$ cat src/rtl/if_fetch.sv
// ----------------------------------------------------------------------------
// if_fetch -- instruction fetch stage feeding decode.
//
// Owns the fetch PC and issues word reads to instruction memory over a
// req/gnt handshake with in-order rvalid responses of variable latency.
// Returned words are buffered in a prefetch FIFO. One instruction per cycle is
// presented to decode on pc_o/inst_o. An empty slot is presented as inst_o = 0,
// which decodes as a NOP.
//
// Parameters
//   RESET_PC    PC of the first fetch after reset release
//   FIFO_DEPTH  prefetch entries (power of 2, >= 2); also the maximum number
//               of outstanding requests
//
// Ports
//   clk, rst              clock; asynchronous active-low reset
//   stall_i               decode holds, so pc_o/inst_o are frozen
//   flush_i               redirect to redirect_pc_i and discard all fetch state
//   redirect_pc_i         new word-aligned PC, sampled while flush_i = 1
//   imem_req_o/addr_o     fetch request and byte address
//   imem_gnt_i            request accepted when imem_req_o & imem_gnt_i
//   imem_rvalid_i/rdata_i read response (in request order)
//   pc_o, inst_o          instruction presented to decode
//
// Optional feature (macro IF_PERF_CNT_EN)
//   Adds perf_fetch_o (granted requests) and perf_bubble_o (unstalled cycles
//   in which a NOP was presented). Both counters saturate at all-ones and are
//   cleared only by reset.
// ----------------------------------------------------------------------------
module if_fetch #(
  parameter logic [31:0] RESET_PC   = 32'h0000_0000,
  parameter int          FIFO_DEPTH = 4
) (
  input  logic        clk,
  input  logic        rst,
  input  logic        stall_i,
  input  logic        flush_i,
  input  logic [31:0] redirect_pc_i,
  output logic        imem_req_o,
  output logic [31:0] imem_addr_o,
  input  logic        imem_gnt_i,
  input  logic        imem_rvalid_i,
  input  logic [31:0] imem_rdata_i,
  output logic [31:0] pc_o,
  output logic [31:0] inst_o
`ifdef IF_PERF_CNT_EN
  ,
  output logic [31:0] perf_fetch_o,
  output logic [31:0] perf_bubble_o
`endif
);

  localparam int PTR_W = $clog2(FIFO_DEPTH);
  localparam int CNT_W = PTR_W + 1;
  localparam int SUM_W = CNT_W + 1;
  localparam logic [SUM_W-1:0] DEPTH_S = SUM_W'(FIFO_DEPTH);

  typedef enum logic [1:0] {
    ST_IDLE  = 2'd0,
    ST_FETCH = 2'd1,
    ST_DRAIN = 2'd2
  } state_e;

  state_e             state_q, state_d;
  logic [31:0]        fetch_pc_q, fetch_pc_d;
  logic [31:0]        rsp_pc_q, rsp_pc_d;     // PC of the next response to keep
  logic [CNT_W-1:0]   out_q, out_d;           // outstanding live requests
  logic [CNT_W-1:0]   discard_q, discard_d;   // stale responses still to drop
  logic [CNT_W-1:0]   cnt_q, cnt_d;
  logic [PTR_W-1:0]   wr_ptr_q, wr_ptr_d, rd_ptr_q, rd_ptr_d;
  logic [31:0]        pc_q, pc_d, inst_q, inst_d;
  logic [31:0]        fifo_pc_q   [FIFO_DEPTH];
  logic [31:0]        fifo_inst_q [FIFO_DEPTH];

  logic               fifo_empty, grant;
  logic               rsp_live, rsp_drop, rsp_keep;
  logic               push, pop, bypass, fifo_wr;
  logic [SUM_W-1:0]   credit_used;

  // Handshake and FIFO control decode.
  // NOTE: every always_comb output gets a default first, so no path can infer a latch.
  always_comb begin
    fifo_empty  = (cnt_q == '0);
    credit_used = SUM_W'(cnt_q) + SUM_W'(out_q);
    // A response with nothing outstanding or discarding is a protocol error and is ignored.
    rsp_live    = imem_rvalid_i && ((discard_q != '0) || (out_q != '0));
    rsp_drop    = imem_rvalid_i && (discard_q != '0);
    rsp_keep    = rsp_live && !rsp_drop;
    push        = rsp_keep && !flush_i;
    // A word arriving at an empty FIFO goes straight to the output register.
    bypass      = push && fifo_empty && !stall_i;
    pop         = !flush_i && !stall_i && !fifo_empty;
    fifo_wr     = push && !bypass;
  end

  assign grant = imem_req_o && imem_gnt_i;

  // FSM output process: request while credits remain (FIFO entries plus outstanding).
  always_comb begin
    imem_req_o  = (state_q == ST_FETCH) && (credit_used < DEPTH_S) && !flush_i;
    imem_addr_o = fetch_pc_q;
  end

  // FSM next-state process.
  always_comb begin
    state_d = state_q;
    unique case (state_q)
      ST_IDLE:  state_d = ST_FETCH;
      ST_FETCH: if (flush_i && (discard_d != '0)) state_d = ST_DRAIN;
      ST_DRAIN: if (discard_d == '0) state_d = ST_FETCH;
      default:  state_d = ST_IDLE;
    endcase
  end

  // PC, credit, discard and FIFO pointer bookkeeping.
  always_comb begin
    fetch_pc_d = fetch_pc_q;
    rsp_pc_d   = rsp_pc_q;
    out_d      = out_q;
    discard_d  = discard_q;
    cnt_d      = cnt_q;
    wr_ptr_d   = wr_ptr_q;
    rd_ptr_d   = rd_ptr_q;
    if (flush_i) begin
      fetch_pc_d = redirect_pc_i;
      rsp_pc_d   = redirect_pc_i;
      out_d      = '0;
      // Everything still in flight becomes stale, minus a response consumed this cycle.
      discard_d  = discard_q + out_q + CNT_W'(grant) - CNT_W'(rsp_live);
      cnt_d      = '0;
      wr_ptr_d   = '0;
      rd_ptr_d   = '0;
    end else begin
      if (grant)    fetch_pc_d = fetch_pc_q + 32'd4;
      if (rsp_keep) rsp_pc_d   = rsp_pc_q + 32'd4;
      out_d     = out_q + CNT_W'(grant) - CNT_W'(rsp_keep);
      discard_d = discard_q - CNT_W'(rsp_drop);
      cnt_d     = cnt_q + CNT_W'(fifo_wr) - CNT_W'(pop);
      if (fifo_wr) wr_ptr_d = wr_ptr_q + PTR_W'(1);
      if (pop)     rd_ptr_d = rd_ptr_q + PTR_W'(1);
    end
  end

  // Decode-facing output register; pc_o holds across NOP slots.
  always_comb begin
    pc_d   = pc_q;
    inst_d = inst_q;
    if (flush_i) begin
      inst_d = '0;
    end else if (!stall_i) begin
      if (bypass) begin
        pc_d   = rsp_pc_q;
        inst_d = imem_rdata_i;
      end else if (!fifo_empty) begin
        pc_d   = fifo_pc_q[rd_ptr_q];
        inst_d = fifo_inst_q[rd_ptr_q];
      end else begin
        inst_d = '0;
      end
    end
  end

  // FSM state register and datapath state.
  // NOTE: sequential blocks use non-blocking assignments so every flop samples pre-edge values.
  always_ff @(posedge clk or negedge rst) begin
    if (!rst) begin
      state_q    <= ST_IDLE;
      fetch_pc_q <= RESET_PC;
      rsp_pc_q   <= RESET_PC;
      out_q      <= '0;
      discard_q  <= '0;
      cnt_q      <= '0;
      wr_ptr_q   <= '0;
      rd_ptr_q   <= '0;
      pc_q       <= '0;
      inst_q     <= '0;
    end else begin
      state_q    <= state_d;
      fetch_pc_q <= fetch_pc_d;
      rsp_pc_q   <= rsp_pc_d;
      out_q      <= out_d;
      discard_q  <= discard_d;
      cnt_q      <= cnt_d;
      wr_ptr_q   <= wr_ptr_d;
      rd_ptr_q   <= rd_ptr_d;
      pc_q       <= pc_d;
      inst_q     <= inst_d;
    end
  end

  // NOTE: the FIFO array is not reset; cnt_q alone decides which entries are meaningful.
  always_ff @(posedge clk) begin
    if (fifo_wr) begin
      fifo_pc_q[wr_ptr_q]   <= rsp_pc_q;
      fifo_inst_q[wr_ptr_q] <= imem_rdata_i;
    end
  end

  assign pc_o   = pc_q;
  assign inst_o = inst_q;

`ifdef IF_PERF_CNT_EN
  logic [31:0] perf_fetch_q, perf_fetch_d, perf_bubble_q, perf_bubble_d;
  logic        nop_slot;

  always_comb begin
    // A bubble is any unstalled cycle whose output load is a NOP (including a flush).
    nop_slot      = !stall_i && (flush_i || (fifo_empty && !bypass));
    perf_fetch_d  = perf_fetch_q;
    perf_bubble_d = perf_bubble_q;
    if (grant && (perf_fetch_q != '1))     perf_fetch_d  = perf_fetch_q + 32'd1;
    if (nop_slot && (perf_bubble_q != '1)) perf_bubble_d = perf_bubble_q + 32'd1;
  end

  always_ff @(posedge clk or negedge rst) begin
    if (!rst) begin
      perf_fetch_q  <= '0;
      perf_bubble_q <= '0;
    end else begin
      perf_fetch_q  <= perf_fetch_d;
      perf_bubble_q <= perf_bubble_d;
    end
  end

  assign perf_fetch_o  = perf_fetch_q;
  assign perf_bubble_o = perf_bubble_q;
`endif

endmodule

$ cat config.mk
export PLATFORM = sky130hd
export DESIGN_NAME = if_fetch
export DESIGN_NICKNAME = d
export VERILOG_FILES = /design/src/rtl/if_fetch.sv
export SDC_FILE = /design/constraint.sdc
export NUM_CORES = 1
export LEC_CHECK = 0
export ABC_AREA = 1
export BUFFER_PORTS_ARGS = -buffer_cell sky130_fd_sc_hd__buf_2
export CORE_MARGIN = 3
export CORE_UTILIZATION = 55
export DETAILED_ROUTE_END_ITERATION = 12
export GPL_TIMING_DRIVEN = 0
export PLACE_DENSITY = 0.73
export RECOVER_POWER = 50
export SLEW_MARGIN = 25
export SYNTH_ARGS = -nofsm -noshare
export SYNTH_HDL_FRONTEND = slang
export SYNTH_SLANG_ARGS = --single-unit
export TNS_END_PERCENT = 20
$ cat constraint.sdc
create_clock -name clk -period 6.1 [get_ports clk]
set_input_delay 1.525 -clock clk [delete_from_list [all_inputs] [get_ports clk]]
set_output_delay 1.525 -clock clk [all_outputs]
set_load 0.02 [all_outputs]
==> results.py <==
metrics = {
    "synth": {
        "syn_area_sq_um": 17800,
        "synth_largest_area_cell": "edfxtp_1",
        "syn_inst": 1809,
        "async_flop_share": 0.358,
        "synth_cell_types": 36,
        "synth-seq-area-share": 0.632,
        "synth.net_count": 1899,
        "synth_top_area_share": 0.431,
        "synth_commonest_cells": "nand2_1 (485), edfxtp_1 (256), nor2_1 (230), o21ai_0 (186), dfrtp_1 (143)",
        "avgSynthCellArea_sq_um": 9.86,
        "synthTopCellsByArea": "edfxtp_1 (43%), dfrtp_1 (20%), nand2_1 (10%)",
        "ys_warn_count": 0,
        "synth_enable_flop_cells": 256,
        "synth.most_common_cell": "nand2_1",
        "ys.flop_type": "edfxtp_1",
        "ys_ff_latch": 399,
    },
    "worst_setup_path": {
        "worstReg2RegStart": "out_q[2]",
        "crit_family": "buffers and inverters",
        "crit_arrival_ns": 4.03,
        "rr_endpoint": "state_q[1]",
        "path_max_fanout": 57,
        "cpMaxStageDelayCell": "clkbuf_1",
        "r2r_slack_ns": 2.81,
        "path_cells": "clkbuf_1",
        "endpoint_kind": "async pin",
        "worst_r2r_path_depth": 15,
        "worst_setup_path_start_kind": "input pin",
        "crit_required_ns": 5.94,
        "critPathMaxStageDelay_ns": 2.45,
        "path_buf_inv": 1,
        "crit_type": "input pin to async pin",
    },
    "drt": {
        "wl_um": 47900,
        "drt_iter0_drc": 1396,
        "vias": 14100,
        "final_antenna_net_count": 0,
        "drt-pass1-iter-count": 5,
        "post_drt_wl_per_cell_um": 19.1,
        "drc": 0,
        "viasPerCell": 5.66,
    },
    "timing": {
        "setup_tns_ns": 0,
        "relSlewSlack": -1.37,
        "fin_crit_sh": 0.688,
        "setup_violations": 0,
        "max_freq_mhz": 238,
        "drv_slew": 57,
        "worst_slew_pin_slew_ns": 3.55,
        "rsz0062_at_grt": "no",
        "hold_violations": 0,
        "skew_ns": 0.0171,
        "holdWs_ns": 0.472,
        "layout_min_cycle_time_ns": 4.20,
    },
    "cts": {
        "ctsResizeCount": 0,
        "cts_buffers": 42,
        "cts_max_level": 2,
        "postCtsSetupBuffers": 0,
        "cts_hold_buf": 0,
        "clock_latency_ns": 0.54,
        "cts_buffer_depth": 3,
        "clk_pin_slew_ns": 0.06,
        "cts-root-buf": "clkbuf_16",
        "clock-sinks": 399,
        "cts_tree": "yes",
    },
    "cells_and_area": {
        "syn_to_final_growth_pct": 16.9,
        "nets": 2121,
        "fin_cells": 2501,
        "finalCoreUtilization": 0.656,
        "drive_above_1_share": 0.130,
    },
    "worst_hold_path": {
        "hold_path_end": "pc_o[8]",
        "min_delay_path_depth": 2,
        "hp-start": "pc_o[8]",
        "min_path_type": "flip-flop to flip-flop",
    },
    "pwr": {
        "switchingPower_mw": 2.70,
        "swShare": 0.339,
        "peakVddDrop_mv": 0.212,
        "finalPower_mw": 7.97,
        "p_comb_frac": 0.258,
        "power.internal_mw": 5.27,
        "p_seq_frac": 0.432,
        "power_frac_clock": 0.310,
        "leakage_nw": 8.60,
        "power.density_nw_per_um2": 383,
    },
    "global_route": {
        "antenna_found_initial": 0,
        "grt_max_degree": 88,
        "overflow": 0,
        "grt_pass1_wl_um": 75400,
        "grt_util_all_layers": 0.280,
        "grt_pass1_vias": 14100,
    },
    "floorplan": {
        "start_util": 0.561,
        "fp.dieH_um": 186,
        "io_pins": 167,
        "fp.dieW_um": 186,
        "dieArea_sq_um": 34600,
        "core_area_sq_um": 31800,
        "std_cell_rows": 65,
    },
    "job": {
        "maxCapViolations": 1,
    },
    "placed_design": {
        "port_buffers": 165,
        "dp.cells": 2422,
        "globalplace.congestion": 0.935,
        "dp.final_hpwl_um": 33000,
    },
    "outcome": {
        "violations": "capacitance limit, slew limit",
        "outcome": "finished with violations",
    },
}
how the worst max path moves through the flow:
stage / slack, ns / endpoint / startpoint / cells after the start
final: 1.90 / pc_o[5] / rst / 1
after global routing: 1.28 / pc_o[5] / rst / 1
after CTS: 2.40 / imem_req_o / flush_i / 5
after detailed placement: 1.90 / cnt_q[2] / flush_i / 12
after global placement: -1.59 / fifo_inst_q[3][0] / stall_i / 7
after floorplan: 0.81 / fifo_inst_q[0][0] / stall_i / 7
metal layers:
metal | global-route usage | vias to the layer above | wire length, um
met4 | 0.0983 | 0 | 1470
li1 | - | 6575 | -
met3 | 0.0438 | 112 | 3960
met2 | 0.472 | 662 | 23400
met5 | 0 | - | 0
met1 | 0.374 | 6795 | 19000
power groups by stage:
stage | combinational, mW | sequential, mW | clock [mW]
after floorplan | 1.12 | 3.65 | 0
after global placement | 1.99 | 3.48 | 0
after detailed placement | 2.05 | 3.49 | 0
after CTS | 2.07 | 3.44 | 2.50
after global routing | 2.30 | 3.48 | 2.60
final | 2.06 | 3.45 | 2.47
stage by stage:
stage | area (sq um) | worst slack [ns]
finish | 20800 | 1.90
floorplan | 17800 | 0.807
CTS | 20900 | 2.40
global placement | 19200 | -1.59
detailed placement | 19600 | 1.90
global route | 20800 | 1.28
sequential cells by signal, indices dropped and copies added (netlist names):
name	count
state_q	2
rd_ptr_q	2
inst_o	32
rsp_pc_q	32
out_q	3
fifo_inst_q	128
fifo_pc_q	128
imem_addr_o	32
wr_ptr_q	2
discard_q	3
cnt_q	3
pc_o	32
cell usage in the layout, fill, tap and decap left out, types with 6 or more instances in the layout:
cell,n
a21oi_1,12
buf_16,8
buf_2,172
clkbuf_1,91
clkbuf_16,43
clkbuf_8,6
dfrtp_1,143
edfxtp_1,256
ha_1,16
inv_1,103
nand2_1,485
nand3_1,123
nor2_1,226
nor3_1,9
o211ai_1,15
o21ai_0,186
o21ai_1,10
o22a_1,32
o22ai_1,31
xor2_1,30
kinds of logic after synthesis:
family / count (synthesis) / synth area share
AND/OR/NAND/NOR: 868 / 0.196
flip-flops: 399 / 0.632
AO/OA/AOI/OAI: 294 / 0.0945
buffers and inverters: 193 / 0.0448
XOR/XNOR: 35 / 0.0172
adder cells (fa/ha/maj): 20 / 0.0157
area by class of cell:
type	instances	area, sq um
multi-input cells	1217	5800
fillers	2562	11000
repair buffers	178	1100
inverters	107	402
diodes	1	2.50
well taps	435	544
plain buffers	86	390
clock inverters	13	115
clock buffers	65	1220
flip-flops and latches	399	11300
Note: power is estimated with default switching activity, not from simulation.
